--- config.mk ---
export PLATFORM = sky130hd
export DESIGN_NAME = bcd_seg7_display_flat
export DESIGN_NICKNAME = d
export VERILOG_FILES = /design/src/rtl/bcd_disp_pkg.sv /design/src/rtl/bcd_seg7_display_if.sv /design/src/rtl/bcd_seg7_display_seg7.sv /design/src/rtl/bcd_seg7_display.sv /design/src/flat_wrapper.sv
export SDC_FILE = /design/constraint.sdc
export NUM_CORES = 1
export LEC_CHECK = 0
export CORE_UTILIZATION = 50
export DETAILED_ROUTE_END_ITERATION = 10
export HOLD_SLACK_MARGIN = 0.03
export PLACE_DENSITY = 0.71
export SLEW_MARGIN = 5
export SYNTH_ARGS = -nofsm -noshare
export SYNTH_HDL_FRONTEND = slang
export SYNTH_SLANG_ARGS = --single-unit
--- constraint.sdc ---
create_clock -name clk -period 1.82 [get_ports clk]
set_clock_uncertainty 0.1 [all_clocks]
set_input_delay 0.273 -clock clk [delete_from_list [all_inputs] [get_ports clk]]
set_output_delay 0.273 -clock clk [all_outputs]
set_load 0.03 [all_outputs]
--- src/rtl/bcd_disp_pkg.sv ---
// Shared types and segment constants for the BCD 7-segment display block.
// Purely declarative; segment codes are active-low {g,f,e,d,c,b,a}; no handshake, always accepted.
package bcd_disp_pkg;

  typedef enum logic [1:0] {
    IDLE   = 2'd0,
    SETTLE = 2'd1,
    COMMIT = 2'd2
  } state_t;

  localparam logic [6:0] SEG_BLANK = 7'h7F;
  localparam logic [6:0] SEG_DASH  = 7'h3F;
  localparam logic [6:0] SEG_DIGIT [0:9] = '{
    7'h40, 7'h79, 7'h24, 7'h30, 7'h19,
    7'h12, 7'h02, 7'h78, 7'h00, 7'h10
  };

  function automatic logic [6:0] bcd_to_seg(input logic [3:0] digit);
    logic [6:0] seg;
    seg = SEG_DASH;
    if (digit <= 4'd9) begin
      seg = SEG_DIGIT[digit];
    end
    return seg;
  endfunction

endpackage

--- src/rtl/bcd_seg7_display_if.sv ---
// PIO-side bundle for the display block; blink_mask exists only with BCD_DISP_BLINK_EN.
// No latency of its own; no backpressure (display always accepts the PIO word).
interface bcd_seg7_display_if #(
  parameter int DIGITS = 3
);
  logic [4*DIGITS-1:0] bcd_in;
  logic                blank_lz;
`ifdef BCD_DISP_BLINK_EN
  logic [DIGITS-1:0]   blink_mask;
`endif
  logic [7*DIGITS-1:0] hex_n;
  logic                update_pulse;
  logic                invalid;

`ifdef BCD_DISP_BLINK_EN
  modport master (output bcd_in, blank_lz, blink_mask, input hex_n, update_pulse, invalid);
  modport slave  (input bcd_in, blank_lz, blink_mask, output hex_n, update_pulse, invalid);
`else
  modport master (output bcd_in, blank_lz, input hex_n, update_pulse, invalid);
  modport slave  (input bcd_in, blank_lz, output hex_n, update_pulse, invalid);
`endif
endinterface

--- src/rtl/bcd_seg7_display_seg7.sv ---
// Per-digit decoder: BCD digit plus blank request -> active-low segments.
// Combinational, zero latency; no backpressure.
module bcd_to_seg7
  import bcd_disp_pkg::*;
(
  input  logic [3:0] digit_i,
  input  logic       blank_i,
  output logic [6:0] seg_n_o
);

  assign seg_n_o = blank_i ? SEG_BLANK : bcd_to_seg(digit_i);

endmodule

--- src/rtl/bcd_seg7_display.sv ---
// Debounced BCD-to-HEX display driver with leading-zero blanking; optional blink via BCD_DISP_BLINK_EN.
// Latency: held input reaches hex_n SETTLE_CYCLES+3 edges after it is presented; blank_lz/blink 1 cycle.
// No backpressure: input is sampled every cycle, changes restart the settle window.
module bcd_seg7_display
  import bcd_disp_pkg::*;
#(
  parameter int DIGITS        = 3,
  parameter int SETTLE_CYCLES = 16,
  parameter int CLK_HZ        = 50000000,
  parameter int BLINK_HZ      = 2
) (
  input  logic                    clk,
  input  logic                    reset,
  bcd_seg7_display_if.slave       disp
);

  localparam int BCD_W = 4 * DIGITS;
  localparam int SEG_W = 7 * DIGITS;
  localparam int CNT_W = $clog2(SETTLE_CYCLES) + 1;
  localparam logic [CNT_W-1:0] CNT_LAST = CNT_W'(SETTLE_CYCLES - 1);

  state_t             state_q, state_d;
  logic [BCD_W-1:0]   shown_q, shown_d;
  logic [BCD_W-1:0]   cand_q, cand_d;
  logic [CNT_W-1:0]   cnt_q, cnt_d;
  logic               commit_q;
  logic [SEG_W-1:0]   hex_q, hex_d;
  logic               upd_q;
  logic               inv_q, inv_d;
  logic [DIGITS-1:0]  blank;
  logic [SEG_W-1:0]   seg_dec;

  always_ff @(posedge clk) begin
    if (reset) begin
      state_q <= IDLE;
      shown_q <= '0;
      cand_q  <= '0;
      cnt_q   <= '0;
    end else begin
      state_q <= state_d;
      shown_q <= shown_d;
      cand_q  <= cand_d;
      cnt_q   <= cnt_d;
    end
  end

  // Any deviation from the candidate restarts the window; returning to shown abandons it.
  always_comb begin
    state_d = state_q;
    shown_d = shown_q;
    cand_d  = cand_q;
    cnt_d   = cnt_q;
    unique case (state_q)
      IDLE: begin
        if (disp.bcd_in != shown_q) begin
          state_d = SETTLE;
          cand_d  = disp.bcd_in;
          cnt_d   = '0;
        end
      end
      SETTLE: begin
        if (disp.bcd_in == shown_q) begin
          state_d = IDLE;
        end else if (disp.bcd_in != cand_q) begin
          cand_d = disp.bcd_in;
          cnt_d  = '0;
        end else begin
          cnt_d = cnt_q + CNT_W'(1);
          if (cnt_q == CNT_LAST) begin
            state_d = COMMIT;
          end
        end
      end
      COMMIT: begin
        shown_d = cand_q;
        state_d = IDLE;
      end
      default: state_d = IDLE;
    endcase
  end

  // Blank from the MS digit down while digits are zero; digit0 always shows.
  always_comb begin
    logic zero_run;
    zero_run = 1'b1;
    blank    = '0;
    for (int i = DIGITS - 1; i >= 1; i--) begin
      zero_run = zero_run && (shown_q[4*i +: 4] == 4'd0);
      blank[i] = disp.blank_lz && zero_run;
    end
  end

  always_comb begin
    inv_d = 1'b0;
    for (int i = 0; i < DIGITS; i++) begin
      inv_d = inv_d | (shown_q[4*i +: 4] > 4'd9);
    end
  end

  for (genvar g = 0; g < DIGITS; g++) begin : g_dig
    bcd_to_seg7 u_dec (
      .digit_i (shown_q[4*g +: 4]),
      .blank_i (blank[g]),
      .seg_n_o (seg_dec[7*g +: 7])
    );
  end

`ifdef BCD_DISP_BLINK_EN
  localparam int PRESC_MAX = CLK_HZ / (2 * BLINK_HZ) - 1;
  localparam int PRESC_W   = (PRESC_MAX > 0) ? $clog2(PRESC_MAX + 1) : 1;

  logic [PRESC_W-1:0] presc_q, presc_d;
  logic               phase_on_q, phase_on_d;

  always_ff @(posedge clk) begin
    if (reset) begin
      presc_q    <= '0;
      phase_on_q <= 1'b1;
    end else begin
      presc_q    <= presc_d;
      phase_on_q <= phase_on_d;
    end
  end

  always_comb begin
    presc_d    = presc_q + PRESC_W'(1);
    phase_on_d = phase_on_q;
    if (presc_q == PRESC_W'(PRESC_MAX)) begin
      presc_d    = '0;
      phase_on_d = ~phase_on_q;
    end
  end

  always_comb begin
    hex_d = seg_dec;
    for (int i = 0; i < DIGITS; i++) begin
      if (!phase_on_q && disp.blink_mask[i]) begin
        hex_d[7*i +: 7] = SEG_BLANK;
      end
    end
  end
`else
  assign hex_d = seg_dec;
`endif

  // commit_q delays the strobe so it lines up with the first cycle hex_n shows the new value.
  always_ff @(posedge clk) begin
    if (reset) begin
      hex_q    <= '1;
      inv_q    <= 1'b0;
      upd_q    <= 1'b0;
      commit_q <= 1'b0;
    end else begin
      hex_q    <= hex_d;
      inv_q    <= inv_d;
      upd_q    <= commit_q;
      commit_q <= (state_q == COMMIT);
    end
  end

  assign disp.hex_n        = hex_q;
  assign disp.invalid      = inv_q;
  assign disp.update_pulse = upd_q;

endmodule

--- src/flat_wrapper.sv ---
// flat-port wrapper written by rule: the top's interface ports become plain ports
module bcd_seg7_display_flat import bcd_disp_pkg::*;
#(
  parameter int DIGITS        = 3,
  parameter int SETTLE_CYCLES = 16,
  parameter int CLK_HZ        = 50000000,
  parameter int BLINK_HZ      = 2
)
  (clk, reset, disp_bcd_in, disp_blank_lz, disp_hex_n, disp_update_pulse, disp_invalid);
  bcd_seg7_display_if #(.DIGITS(DIGITS)) disp_i ();
  input  logic clk;
  input  logic reset;
  input wire logic [$bits(disp_i.bcd_in)-1:0] disp_bcd_in;
  input wire logic [$bits(disp_i.blank_lz)-1:0] disp_blank_lz;
  output wire logic [$bits(disp_i.hex_n)-1:0] disp_hex_n;
  output wire logic [$bits(disp_i.update_pulse)-1:0] disp_update_pulse;
  output wire logic [$bits(disp_i.invalid)-1:0] disp_invalid;
  assign disp_i.bcd_in = disp_bcd_in;
  assign disp_i.blank_lz = disp_blank_lz;
  assign disp_hex_n = disp_i.hex_n;
  assign disp_update_pulse = disp_i.update_pulse;
  assign disp_invalid = disp_i.invalid;
  bcd_seg7_display #(.DIGITS(DIGITS), .SETTLE_CYCLES(SETTLE_CYCLES), .CLK_HZ(CLK_HZ), .BLINK_HZ(BLINK_HZ)) u_core (.clk(clk), .reset(reset), .disp(disp_i));
endmodule
==> metrics.md <==
| Metric | Value |
|---|---|
| Antenna violations before repair | 0 |
| # IOs | 38 |
| GRT Resource Usage Total | 20.7% |
| CP max stage delay | 420 ps |
| Worst path arrival time | 1860 ps |
| Clk sinks | 55 |
| Delay-heaviest family, CP | flip-flops |
| Min-delay src | disp_bcd_in[6] |
| Most frequent cell after synthesis | dfxtp_1 |
| Sw frac | 23.7% |
| WP buf/inv | 2 |
| Vias per cell | 4.99 |
| FF+latch count, synth | 55 |
| Slowest CP cell | dfxtp_2 |
| Synth Instances | 301 |
| Most used cell, CP | buf_4 |
| LEAKAGE | 1.46 nW |
| Endpoint type of the worst setup path | flip-flop |
| Drc violations | 0 |
| Crit. Startpoint | u_core.shown_q[8]$_SDFFE_PP0P_ |
| Cell taking the most area after synthesis | dfxtp_1 |
| Yosys Warn Count | 0 |
| Critical Path RT | 1950 ps |
| Layout area overhead | 28.6% |
| Die width | 74.8 um |
| Antenna-violating nets left | 0 |
| Power Density | 625 nW/um2 |
| Max VDD drop | 0.330 mV |
| Top cells by count, synth | dfxtp_1 (55), nand2_1 (41), nand2b_1 (27), a21oi_1 (25), o21ai_0 (16) |
| Via count | 2125 |
| Initial DRC count | 85 |
| Top-area cell type share of the netlist area | 41.6% |
| Reg2reg start | u_core.shown_q[8]$_SDFFE_PP0P_ |
| Die Height | 74.8 um |
| Synth area leaders | dfxtp_1 (42%), ha_1 (6.6%), nand2b_1 (6.4%), nand2_1 (5.8%), a21oi_1 (4.7%) |
| Hold Buf Count CTS | 0 |
| Max Clk Rate | 579 MHz |
| Remaining global-route overflow | 0 |
| Clock Latency Late Sink | 300 ps |
| CTS root buf | clkbuf_8 |
| Power, Total | 2.13 mW |
| Post-Syn Area per Cell | 8.79 um2 |
| Routability congestion estimate | 0.783 |
| Async set-reset flop share out of synthesis | 0% |
| Layout Nets | 386 |
| Vias in the first global route | 1926 |
| Power share of the sequential group | 59.1% |
| Placed Area | 3270 um2 |
| Layout Cells excl Fill | 426 |
| Design Area, Final | 3400 um2 |
| Clock tree buffer depth | 2 |
| Post-layout util | 66.6% |
| Crit Path Max Fanout | 6 |
| Max-slew violation count | 0 |
| Die Area | 5590 um2 |
| Mapped Nets | 330 |
| Layout cell share with drive strength beyond 1 | 12.1% |
| Input/output buffers | 37 |
| Post-synth EDFFs | 0 |
| CTS tree | built |
| H-Tree Depth | 2 |
| Hold WS | 210 ps |
| Post-synth cell types | 39 |
| 1st-pass router iterations | 4 |
| Final setup violating endpoints | 0 |
| FP Rows | 26 |
| Antenna Diode Count | 0 |
| CP Class | reg2reg |
| Clk pwr share | 28.9% |
| Clk pin slew, worst setup/hold paths | 90 ps |
| Status | complete, no violations |
| Worst hold path class | in2reg |
| DR WL/cell | 12.3 um |
| Internal power | 1.62 mW |
| Crit share post-route | 94.9% |
| P_sw | 0.505 mW |
| First-pass GRT wire length | 8.72 mm |
| Initial Util | 51.8% |
| Num CTS Buffers | 5 |
| Final Hold Vio Count | 0 |
| Combinational Power Share | 12.0% |
| Register area share after synthesis | 41.6% |
| Maximum Capacitance Violations | 0 |
| Ys flop type | dfxtp_1 |
| Syn Std Cell Area | 2650 um2 |
| Worst-path cell chain | xor2_1 > nor4_2 > buf_4 > a31o_4 > nor2_4 > buf_4 > mux2i_1 |
| Fin crit period | 1730 ps |
| Worst Tran Pin Value | 559 ps |
| Core area | 5110 um2 |
| Largest net degree at the start of global routing | 28 |
| Dpl hpwl | 3.87 mm |
| Cells after DPL | 419 |
| Final WL | 5.24 mm |
| Flop2flop setup slack | 90 ps |
| Slew headroom | 62.7% |
| Crit start category | flip-flop |
==> power by group through the flow <==
stage / combinational, mW / sequential, mW / clock (mW)
floorplan: 0.0947 / 1.33 / 0
global placement: 0.252 / 1.29 / 0
detailed placement: 0.255 / 1.29 / 0
CTS: 0.257 / 1.26 / 0.633
global route: 0.276 / 1.26 / 0.684
finish: 0.255 / 1.26 / 0.615
==> registers in the layout (all words and copies together) (netlist names) <==
signal / count
u_core.cand_q: 12
u_core.disp.invalid: 1
u_core.disp.hex_n: 21
u_core.state_q: 2
u_core.commit_q: 1
u_core.shown_q: 12
u_core.cnt_q: 5
u_core.disp.update_pulse: 1
==> through the flow <==
| step | setup WS [ps] | TNS, ps |
|---|---|---|
| 6_report | 92.9 | 0 |
| 5_1_grt | -5.20 | -5.20 |
| 4_1_cts | -11.9 | -36.0 |
| 3_5_place_dp | -371 | -6340 |
| 3_3_place_gp | -333 | -5800 |
| 2_1_floorplan | 131 | 0 |
==> placed cells by master (no fill, tap or decap), types with 2 or more instances in the layout <==
master / instances
o32ai_1: 2
nand2b_1: 27
clkdlybuf4s50_1: 25
nor2_1: 13
dfxtp_1: 54
xnor2_1: 12
nor4_2: 3
ha_1: 14
a21oi_1: 25
buf_12: 3
nand3_1: 3
nand3b_1: 3
xor2_1: 11
clkbuf_8: 5
buf_4: 23
mux2i_1: 12
nor2b_1: 3
inv_1: 15
a31oi_1: 3
nand2_1: 41
or2_2: 2
nor3_1: 2
o31ai_1: 2
nand4_1: 2
o21bai_1: 2
o21ai_0: 16
o211ai_1: 2
dlymetal6s2s_1: 11
or3_1: 2
or2b_1: 2
==> per-layer routing <==
layer	vias to the layer above	GRT usage [%]	wire, um
met2	47	34.9	2480
met3	8	4.55	168
met1	962	26.8	2520
li1	1108	-	-
met5	-	0	0
met4	0	5.66	72
==> area by class of cell <==
class | instances | area (um2)
inverters | 15 | 56.3
flip-flops and latches | 55 | 1100
clock buffers | 6 | 72.6
multi-input cells | 216 | 1440
repair buffers | 64 | 641
fillers | 463 | 1700
well taps | 70 | 87.6
==> repair_timing <==
item,CTS,global route
setup endpoints to repair,15,31
buffers inserted,1,0
resized for setup,2,16
pin swaps,3,8
==> worst register-to-register path, cell delays in order (launching register included) <==
cell     delay (ps)
dfxtp_2         420
xor2_1          190
nor4_2           70
buf_4           140
a31o_4          240
nor2_4           90
buf_4           180
mux2i_1         210
==> worst paths after layout <==
| check | cells past startpoint | end |
|---|---|---|
| worst max register to register | 7 | u_core.cand_q[7]$_SDFFE_PP0P_ |
| worst max-delay path | 7 | u_core.cand_q[7]$_SDFFE_PP0P_ |
| worst min register to register | 1 | u_core.disp.update_pulse$_SDFF_PP0_ |
| worst min-delay path | 3 | u_core.cand_q[6]$_SDFFE_PP0P_ |
==> kinds of logic after synthesis <==
family                   share of synthesized area [%]
AND/OR/NAND/NOR                                   20.9
AO/OA/AOI/OAI                                     13.5
flip-flops                                        41.6
buffers and inverters                             4.82
XOR/XNOR                                          7.94
adder cells (fa/ha/maj)                           6.62
multiplexers                                      4.54
(Power assumes the default switching activity.)
